--- src/rtl/route_demux_pkg.sv ---
// Shared datapath constants and types for the route demultiplexer.
package route_demux_pkg;

  // Datapath word width.
  localparam int WIDTH = 20;

  // Destination indices carried on in_sel.
  localparam logic PORT_MEM = 1'b0;
  localparam logic PORT_IO  = 1'b1;

  // Occupancy of one single-entry holding slot.
  typedef enum logic {
    SLOT_EMPTY = 1'b0,
    SLOT_FULL  = 1'b1
  } slot_state_e;

endpackage

--- src/rtl/route_slot.sv ---
// Single-entry valid/ready holding register with a transfer counter.
// Can drain and reload in the same cycle, so a ready consumer sees no bubbles.
module route_slot #(
  parameter int WIDTH = 20,
  parameter int CNT_W = 16
) (
  input  logic             clk,
  input  logic             rst_n,
  input  logic             load,
  input  logic [WIDTH-1:0] load_data,
  output logic             slot_ready,
  output logic             out_valid,
  input  logic             out_ready,
  output logic [WIDTH-1:0] out_data,
  output logic [CNT_W-1:0] cnt
);
  import route_demux_pkg::*;

  slot_state_e state;
  slot_state_e state_nxt;
  logic        drain;

  assign drain      = out_valid & out_ready;
  assign out_valid  = (state == SLOT_FULL);
  // Room for a new word now, or the current word leaves this cycle.
  assign slot_ready = !out_valid | out_ready;

  // State register.
  // NOTE: sequential state uses <= so every flop samples pre-edge values.
  always_ff @(posedge clk or negedge rst_n) begin
    if (!rst_n) state <= SLOT_EMPTY;
    else        state <= state_nxt;
  end

  // Next-state: fill on load, empty on drain unless refilled in the same cycle.
  // NOTE: state_nxt gets its default first so no path leaves it unassigned (no latch).
  always_comb begin
    state_nxt = state;
    case (state)
      SLOT_EMPTY: if (load)           state_nxt = SLOT_FULL;
      SLOT_FULL:  if (drain && !load) state_nxt = SLOT_EMPTY;
      default:                        state_nxt = SLOT_EMPTY;
    endcase
  end

  // Holding register: changes only when a word is loaded.
  // NOTE: this single word is reset because it must read 0 after reset; bulk storage normally is not.
  always_ff @(posedge clk or negedge rst_n) begin
    if (!rst_n)    out_data <= '0;
    else if (load) out_data <= load_data;
  end

  // Completed-transfer counter; wraps silently.
  always_ff @(posedge clk or negedge rst_n) begin
    if (!rst_n)     cnt <= '0;
    else if (drain) cnt <= cnt + CNT_W'(1);
  end

endmodule

--- src/rtl/route_demux.sv ---
// Registered 1-to-2 demultiplexer: steers each accepted word to port 0
// (memory) or port 1 (I/O). Each port has its own holding slot, so a
// stalled destination never blocks traffic to the other one.
module route_demux #(
  parameter int WIDTH = route_demux_pkg::WIDTH,
  parameter int CNT_W = 16
) (
  input  logic             clk,
  input  logic             rst_n,
  input  logic             in_valid,
  output logic             in_ready,
  input  logic             in_sel,
  input  logic [WIDTH-1:0] in_data,
  output logic             out0_valid,
  input  logic             out0_ready,
  output logic [WIDTH-1:0] out0_data,
  output logic             out1_valid,
  input  logic             out1_ready,
  output logic [WIDTH-1:0] out1_data,
  output logic [CNT_W-1:0] cnt0,
  output logic [CNT_W-1:0] cnt1
);
  import route_demux_pkg::*;

  logic slot0_ready;
  logic slot1_ready;
  logic accept;
  logic load0;
  logic load1;

  // Readiness depends only on the selected destination.
  assign in_ready = (in_sel == PORT_MEM) ? slot0_ready : slot1_ready;
  assign accept   = in_valid & in_ready;
  assign load0    = accept & (in_sel == PORT_MEM);
  assign load1    = accept & (in_sel == PORT_IO);

  route_slot #(.WIDTH(WIDTH), .CNT_W(CNT_W)) u_slot_mem (
    .clk       (clk),
    .rst_n     (rst_n),
    .load      (load0),
    .load_data (in_data),
    .slot_ready(slot0_ready),
    .out_valid (out0_valid),
    .out_ready (out0_ready),
    .out_data  (out0_data),
    .cnt       (cnt0)
  );

  route_slot #(.WIDTH(WIDTH), .CNT_W(CNT_W)) u_slot_io (
    .clk       (clk),
    .rst_n     (rst_n),
    .load      (load1),
    .load_data (in_data),
    .slot_ready(slot1_ready),
    .out_valid (out1_valid),
    .out_ready (out1_ready),
    .out_data  (out1_data),
    .cnt       (cnt1)
  );

endmodule

--- config.mk ---
export PLATFORM = sky130hd
export DESIGN_NAME = route_demux
export DESIGN_NICKNAME = d
export VERILOG_FILES = /design/src/rtl/route_demux_pkg.sv /design/src/rtl/route_slot.sv /design/src/rtl/route_demux.sv
export SDC_FILE = /design/constraint.sdc
export NUM_CORES = 1
export LEC_CHECK = 0
export BUFFER_PORTS_ARGS = -buffer_cell sky130_fd_sc_hd__buf_2
export CAP_MARGIN = 20
export CORE_MARGIN = 5
export CORE_UTILIZATION = 45
export CTS_CLUSTER_SIZE = 10
export DETAILED_ROUTE_END_ITERATION = 10
export PLACE_DENSITY_LB_ADDON = 0.2
export SYNTH_ARGS = -nofsm -noshare
export SYNTH_HDL_FRONTEND = slang
export SYNTH_SLANG_ARGS = --single-unit
--- constraint.sdc ---
create_clock -name clk -period 1.5 [get_ports clk]
set_clock_uncertainty 0.05 [all_clocks]
set_input_delay 0.075 -clock clk [delete_from_list [all_inputs] [get_ports clk]]
set_output_delay 0.075 -clock clk [all_outputs]
set_load 0.02 [all_outputs]
# Word level (Yosys, flattened, before mapping)
# Cells that the tools add are included.
[word_totals] reg_bits=74 latch_bits=0 ramBits=0 mem_bits_ro=0 in_bits=26 output_inout_bits=75 elab_cells=31 memories=0
[classes] n_addsub=2 n_mul=0 div_mod_pow=0 magnitude_cmp=0 eq_ne=0 shift=0 n_mux=7 bitwise=10 reduce_logical=6
[op_table] op="$add A16 B1 Y16 const B" n=2
[op_table] op="$and A1 B1 Y1" n=5
[op_table] op="$mux W1" n=5
[op_table] op="$logic_not A1 Y1" n=4
[op_table] op="$pmux W1 S2" n=2
[op_table] op="$not A1 Y1" n=3
[op_table] op="$logic_and A1 B1 Y1" n=2
[op_table] op="$or A1 B1 Y1" n=2

# Logic depth before layout (Yosys ltp)
# Gate-level depths: netlist of run 1.
[depth] depth_word=9 depth_mapped=5 depth_no_buf=5

# By module
# From an unflattened synthesis of run 1, not the netlist that was laid out.
[hier_totals] hier_cells=205 hier_area_um2=2977.9
[modules_own_cells] mod="route_slot" n_inst=2 cells_each=101 area_per_inst_um2=1472.7 seq_area_each_um2=925.9
[modules_own_cells] mod="route_demux" n_inst=1 cells_each=3 area_per_inst_um2=32.5 seq_area_each_um2=0.0

# Least setup slack after synthesis of run 1
# No wires, ideal clock.
[synth_path] kind="register to register" from="register u_slot_mem.cnt[0]" to="register u_slot_mem.cnt[8]" setup_ns=0.131 arrival_time_ns=1.380 required_ns=1.319 slack_ns=-0.061 stages_incl_launch_ff=6 path_buffers=0 synth_period_minus_slack_ns=1.561 path_cell_list="dfrtp_1 ha_1 and4_1 and3_1 and3_1 xor2_1"
[synth_between] elab_chain_cells=1
[synth_rtl] element="start, declared" line="route_slot.sv:15" text="output logic [CNT_W-1:0] cnt"
[synth_rtl] element="start signal, assigned" line="route_slot.sv:56" text="else if (drain) cnt <= cnt + CNT_W'(1);"
[synth_rtl] element="$add A16 B1 Y16" line="route_slot.sv:56"
# No other way between the ends.
# A chain may end at the register's enable or synchronous reset.

# Worst setup path in the final report of run 1
# Ends and elaborated chain as after synthesis.

==> metrics.txt, run 1 <==
final worst path period need 1.44 ns; Synth area leader dfrtp_1; Avg Cell Area, Syn 14.0 µm²; Core Util, Final 65.0%; post-synthesis cell area 2990 µm²; Port Buf Inserts 100; Initial DRT Pass Iterations 4; synth top area cells dfrtp_1, mux2_2, xnor2_1; final-report hold violation count 0; # Max-Cap Violations 0; Crit Path Category flip-flop to flip-flop; die area 8380 µm²; root buffer cell clkbuf_8; Seq/Total Area, Yosys 61.9%; slowest stage cell on the critical path dfrtp_2; clk buf depth 2; Initial Utilization 46.6%; worst reg2reg path startpoint u_slot_mem.cnt[0]; largest net degree at the start of global routing 35; Post-Synthesis Cells 214; Commonest cells post-synth dfrtp_1, mux2_2, xnor2_1; top-count cell post-synth dfrtp_1; r2r endpoint u_slot_mem.cnt[8]; Synth Flop Type dfrtp_1; core area 6420 µm²; hold_sp out1_ready; startpoint types flip-flop; Die X-Extent 91.6 µm; Hold Crit Class primary input to flip-flop; Worst path max stage delay 0.41 ns; crit-path cells ha_2 > and4_1 > and3_1 > and3_1 > xor2_1; CTS clk-pin slew, worst paths 0.07 ns; Tot GR Track Use 16.2%; #FFs+latches synth 74; non-filler cells, final 440; DR DRC count 0; worst-margin pin slew 0.464 ns; Worst Setup Slack, final 0.0631 ns; CP arrival 1.60 ns; DR vias/cell 4.93; Area Overhead vs Synth 39.4%; mux share of post-synthesis cell area 16.2%; Total Nets Final 387; placed insts 401; hold path cells 3; clock latency on the worst-skew pair 0.33 ns; fraction of registers with async set/reset 100%; Peak VDD IR 764 µV; pre-CTS setup slack 0.0639 ns; DRT antenna net count 0; Leak Pwr 2.08 nW; row count 29; pins over their slew limit 0; Die Height 91.6 µm; wire per inst 14.8 µm; TritonCTS clock tree built; DP HPWL 4680 µm; total gr overflow 0; Max-slew headroom 69.1%; XOR/XNOR Fraction of Synth Area 8.78%; vias 2168; Synth Area in Adders 0.836%; fmax 696 MHz; WHS Endpoint u_slot_io.cnt[0]; Yosys Warn Count 0; vias in the first global route 2320; Worst Setup End Kind flip-flop; status finished, final reports clean; first-pass GRT wire length 11000 µm; diode count 0; unrepaired setup endpoints after global routing no; Synth top area share 61.9%; layout cells sized above 1 49.9%; Synth Area in Compound Gates 0%; Inserted Clock Buffers 9; DRT iter0 DRCs 29; critical path required time 1.66 ns; Clock Sinks 74; H-tree Lvls 3; simple-gate share of the synthesized area 11.3%; largest family of logic cells by synthesized area multiplexers; PD cells 1370 nW/µm²; # IOs 101; number of synthesized flops with an enable pin 0; Worst Path Max Fanout 4; initial antenna violation count 0; Post-Syn Nets 242; Detailed Route WL 6530 µm; period utilization 95.8%; FF-to-FF path depth 5; post-synthesis cell type count 25; final estimated routing congestion in global placement 0.737; Crit path top cell by count and3_1; final setup vio count 0; Hold Slack 0.0274 ns; Fin Setup TNS 0 ns; Reg2Reg Setup Slack 0.06 ns
## timing repair
item	4_1_cts	5_1_grt
setup endpoints to repair	0	24
endpoints found under the hold margin	77	0
gates resized for setup	0	2
buffers inserted	0	1
hold buffers	23	0
## power breakdown
part	switching [W]	total, W	internal [W]	leakage (nW)
Clock	0.000674	0.00157	0.000895	0.106
Sequential	0.000247	0.00258	0.00234	0.923
Combinational	0.000890	0.00158	0.000687	1.05
Total	0.00181	0.00573	0.00392	2.08
## metrics by stage
step | total power [W] | area (µm²)
6_report | 0.00573 | 4170
4_1_cts | 0.00581 | 4160
5_1_grt | 0.00606 | 4170
3_5_place_dp | 0.00417 | 3720
3_3_place_gp | 0.00412 | 3720
2_1_floorplan | 0.00348 | 3000
## final cells by class
type                            instances  area, µm²
Tap cell                               77       96.3
Clock inverter                          2       35.0
Inverter                                1       3.75
Multi-Input combinational cell        134       1120
Clock buffer                           13        169
Fill cell                             510       2250
Timing Repair Buffer                  139        891
Sequential cell                        74       1850
## state kept, by name (all words and copies together), names as in the netlist
signal                cells
u_slot_io.out_data       20
u_slot_mem.out_data      20
u_slot_io.cnt            16
u_slot_mem.cnt           16
u_slot_io.out_valid       1
u_slot_mem.out_valid      1
## cell families (layout without fill, tap and decap cells)
logic type,count (synthesis),in the layout
AND/OR/NAND/NOR,59,59
multiplexers,43,43
XOR/XNOR,30,30
adder cells (fa/ha/maj),2,2
flip-flops,74,74
buffers and inverters,6,155
## cell usage in the layout, fill, tap and decap left out, types with 2 or more instances in the layout
| master | Yosys | layout |
|---|---|---|
| and3_1 | 5 | 5 |
| buf_12 | 0 | 3 |
| buf_2 | 4 | 99 |
| buf_4 | 1 | 14 |
| clkbuf_8 | 0 | 12 |
| dfrtp_1 | 74 | 72 |
| dfrtp_2 | 0 | 2 |
| dlygate4sd3_1 | 0 | 23 |
| mux2_1 | 3 | 3 |
| mux2_2 | 40 | 40 |
| nand2_1 | 19 | 19 |
| nand2b_1 | 2 | 2 |
| nand3_1 | 6 | 6 |
| nand4_1 | 8 | 8 |
| nor2_1 | 6 | 5 |
| nor3_1 | 3 | 3 |
| nor3_2 | 2 | 2 |
| xnor2_1 | 21 | 21 |
| xor2_1 | 9 | 9 |
## worst max-delay path, delay by kind of cell (launching register included)
kind	cells	cell delay, ns
and+or+nand+nor	3	0.53
DFF	1	0.41
adders and majority gates	1	0.20
xor gates and xnor gates	1	0.14
## metal layers
| layer | GRT usage (%) | vias to the layer above | wire, µm |
|---|---|---|---|
| met4 | 6.03 | 0 | 69 |
| met2 | 26.4 | 67 | 3170 |
| met5 | 0 | - | 0 |
| met1 | 19.9 | 1068 | 2760 |
| met3 | 5.62 | 7 | 528 |
| li1 | - | 1026 | - |
## worst max path at each step
stage / start / to / slack [ns] / depth (start not counted)
final: u_slot_mem.cnt[0] / u_slot_mem.cnt[8] / 0.06 / 5
after global routing: u_slot_mem.cnt[0] / u_slot_mem.cnt[8] / 0.0005 / 5
after CTS: u_slot_mem.cnt[0] / u_slot_mem.cnt[8] / 0.05 / 5
after detailed placement: u_slot_io.out_valid / u_slot_io.out_data[18] / 0.06 / 4
after global placement: u_slot_io.out_valid / u_slot_io.out_data[5] / 0.1 / 4
after floorplan: u_slot_mem.cnt[0] / u_slot_mem.cnt[8] / 0.02 / 5
No activity file was read; power rests on OpenSTA's default activity.
==> inputs of run 2 (changes only) <==
CORE_UTILIZATION = 53   (was 45)
GPL_TIMING_DRIVEN = 1   (was default)
clock period = 1.85 ns   (was 1.5 ns; I/O delays follow)
==> run 2 against run 1 <==
Compared with the run above:
- via count decreased by 3.8%
- non-clock buffer count decreased by 11
- first-iteration DRC count increased by 130%
- critical path depth unchanged
- sequential power decreased by 18%
- core utilization increased by 9.0 points
- final cell count decreased by 3.4%
- largest cell class unchanged
==> metrics.txt, run 2 (synthesis gave the netlist of run 1 again) <==
status finished, final reports clean; pins over their slew limit 0 (unchanged); clk buf depth 2 (unchanged); unrepaired setup endpoints after global routing no; Initial DRT Pass Iterations 3 (-1); largest net degree at the start of global routing 75 (+110%); clock latency on the worst-skew pair 0.33 ns (about the same); PD cells 1160 nW/µm² (-15%); grt met3 use 6.21% (+0.59 points); Hold Slack 0.0269 ns (-0.000538 ns); fmax 654 MHz (-6.0%); DR vias/cell 4.91 (-0.43%); # Max-Cap Violations 0 (unchanged); final-report hold violation count 0 (unchanged); first-pass GRT wire length 10800 µm (-1.8%); Area Overhead vs Synth 36.0%; # IOs 101 (unchanged); CP arrival 1.71 ns (+0.11 ns); non-filler cells, final 425 (-3.4%); Tot GR Track Use 18.9% (+2.7 points); Worst Setup Slack, final 0.321 ns (+0.258 ns); global routing's busiest layer met2; row count 27 (-6.9%); final worst path period need 1.53 ns (+0.0920 ns); vias 2085 (-3.8%); CTS clk-pin slew, worst paths 0.08 ns (about the same); slowest stage cell on the critical path dfrtp_1; H-tree Lvls 3 (unchanged); Inserted Clock Buffers 9 (unchanged); Worst Setup End Kind flip-flop; Worst path depth 5 (unchanged); Crit Path Category flip-flop to flip-flop; DR DRC count 0 (unchanged); diode count 0 (unchanged); Die X-Extent 85.1 µm (-7.0%); Leak Pwr 2.03 nW (-2.5%); area post-placement 3610 µm² (-3.1%); DRT iter0 DRCs 66 (+130%); TritonCTS clock tree built; share of power burned in combinational logic 24.4% (-3.1 points); placed insts 386 (-3.7%); DRT antenna net count 0 (unchanged); final estimated routing congestion in global placement 0.711 (-3.6%); layout cells sized above 1 47.3% (-2.6 points); FILL cells 394 (-23%); root buffer cell clkbuf_8; critical path required time 2.03 ns (+0.37 ns); wire per inst 15.1 µm (+1.8%); die area 7250 µm² (-14%); switching part of the total 31.0% (-0.60 points); Fin Setup TNS 0 ns (unchanged); largest registers u_slot_io.out_data (20), u_slot_mem.out_data (20); FF-to-FF path depth 5 (unchanged); Total Nets Final 376 (-2.8%); core area 5510 µm² (-14%); worst-margin pin slew 0.385 ns (-0.0792 ns); met1 Use GR 22.8% (+2.9 points); Die Height 85.1 µm (-7.0%); hold path cells 3 (unchanged); family with the most delay on the worst path simple AND/OR/NAND/NOR gates; crit-path cells ha_1 > and4_1 > and3_1 > and3_1 > xor2_1; commonest non-fill, non-tap cell in the layout buf_2; Worst Path Max Fanout 5 (+1); pre-CTS setup slack 0.337 ns (+0.273 ns); Hold Crit Class primary input to flip-flop; Detailed Route WL 6410 µm (-1.7%); Initial Utilization 54.4% (+7.8 points); Psw 0.00147 W (-19%); Peak VDD IR 789 µV (+3.2%); Clock Sinks 74 (unchanged); commonest non-fill, non-tap cells in the layout buf_2, dfrtp_1, mux2_2, dlygate4sd3_1, xnor2_1; Crit path top cell by count and3_1; total gr overflow 0 (unchanged); initial antenna violation count 0 (unchanged); GRT met2 Usage 31.4% (+4.9 points); Clock Power Share 30.6% (+3.2 points); DP HPWL 4420 µm (-5.5%); Max-slew headroom 74.4% (+5.3 points); final setup vio count 0 (unchanged); period utilization 82.6% (-13 points); design area 4070 µm² (-2.4%); worst path bufs/invs 0 (unchanged); Worst path max stage delay 0.43 ns (+0.02 ns); startpoint types flip-flop; vias in the first global route 2159 (-6.9%); Flop pwr share 44.9% (-0.2 points); Port Buf Inserts 100 (unchanged); cell-internal power 0.00326 W (-17%)
==> run 2: changes by cell type in the layout (fill, tap and decap cells not counted), moves of 2 or more <==
cell / change
bufinv_16: +2
dfrtp_2: -2
buf_4: -10
clkbuf_8: -3
clkinv_2: +2
buf_12: -2
dfrtp_1: +2
==> run 2: stage by stage <==
| step | util (%) | total power [W] |
|---|---|---|
| CTS | 73.9 | 0.00478 |
| floorplan | - | 0.00281 |
| global placement | 65.5 | 0.00324 |
| detailed placement | 65.5 | 0.00328 |
| finish | 73.9 | 0.00473 |
| global route | 73.9 | 0.00499 |
==> run 2: power groups by stage <==
stage / clock network (W) / registers [W] / logic (W)
after floorplan: 0 / 0.00247 / 0.000344
after global placement: 0 / 0.00213 / 0.00111
after detailed placement: 0 / 0.00215 / 0.00113
after CTS: 0.00149 / 0.00212 / 0.00117
after global routing: 0.00157 / 0.00216 / 0.00125
final: 0.00145 / 0.00212 / 0.00115
==> run 2: final timing paths <==
path,slack (ns),to,start
setup reg to reg,0.32,u_slot_mem.cnt[8],u_slot_mem.cnt[0]
min in group asynchronous,0.26,u_slot_io.cnt[15],rst_n
max in group asynchronous,1.19,u_slot_mem.out_data[14],rst_n
hold reg to reg,0.41,u_slot_io.cnt[15],u_slot_io.cnt[15]
hold / removal,0.03,u_slot_io.cnt[0],out1_ready
setup / recovery,0.32,u_slot_mem.cnt[8],u_slot_mem.cnt[0]
==> run 2: layout make-up <==
cell class	instances	area (µm²)	share of cell area [%]
Inverter	1	3.75	0.0922
Tap cell	72	90.1	2.21
Timing Repair Buffer	128	781	19.2
Clock inverter	6	105	2.58
Clock buffer	10	128	3.13
Sequential cell	74	1850	45.5
Multi-Input combinational cell	134	1110	27.3
==> run 2: worst reg2reg max path, cell delays in order, from the launching register on <==
cell	delay (ns)
dfrtp_1	0.43
ha_1	0.26
and4_1	0.17
and3_1	0.19
and3_1	0.19
xor2_1	0.13
==> run 2: per-layer routing <==
metal | vias up | wire length, µm
met1 | 1010 | 2580
met4 | 0 | 99
met5 | - | 0
met3 | 9 | 459
met2 | 60 | 3270
li1 | 1006 | -
==> run 2: repair_timing <==
item,4_1_cts,5_1_grt
endpoints found under the hold margin,115,0
hold buffers,23,0
buffers inserted,0,0
gates resized for setup,0,0
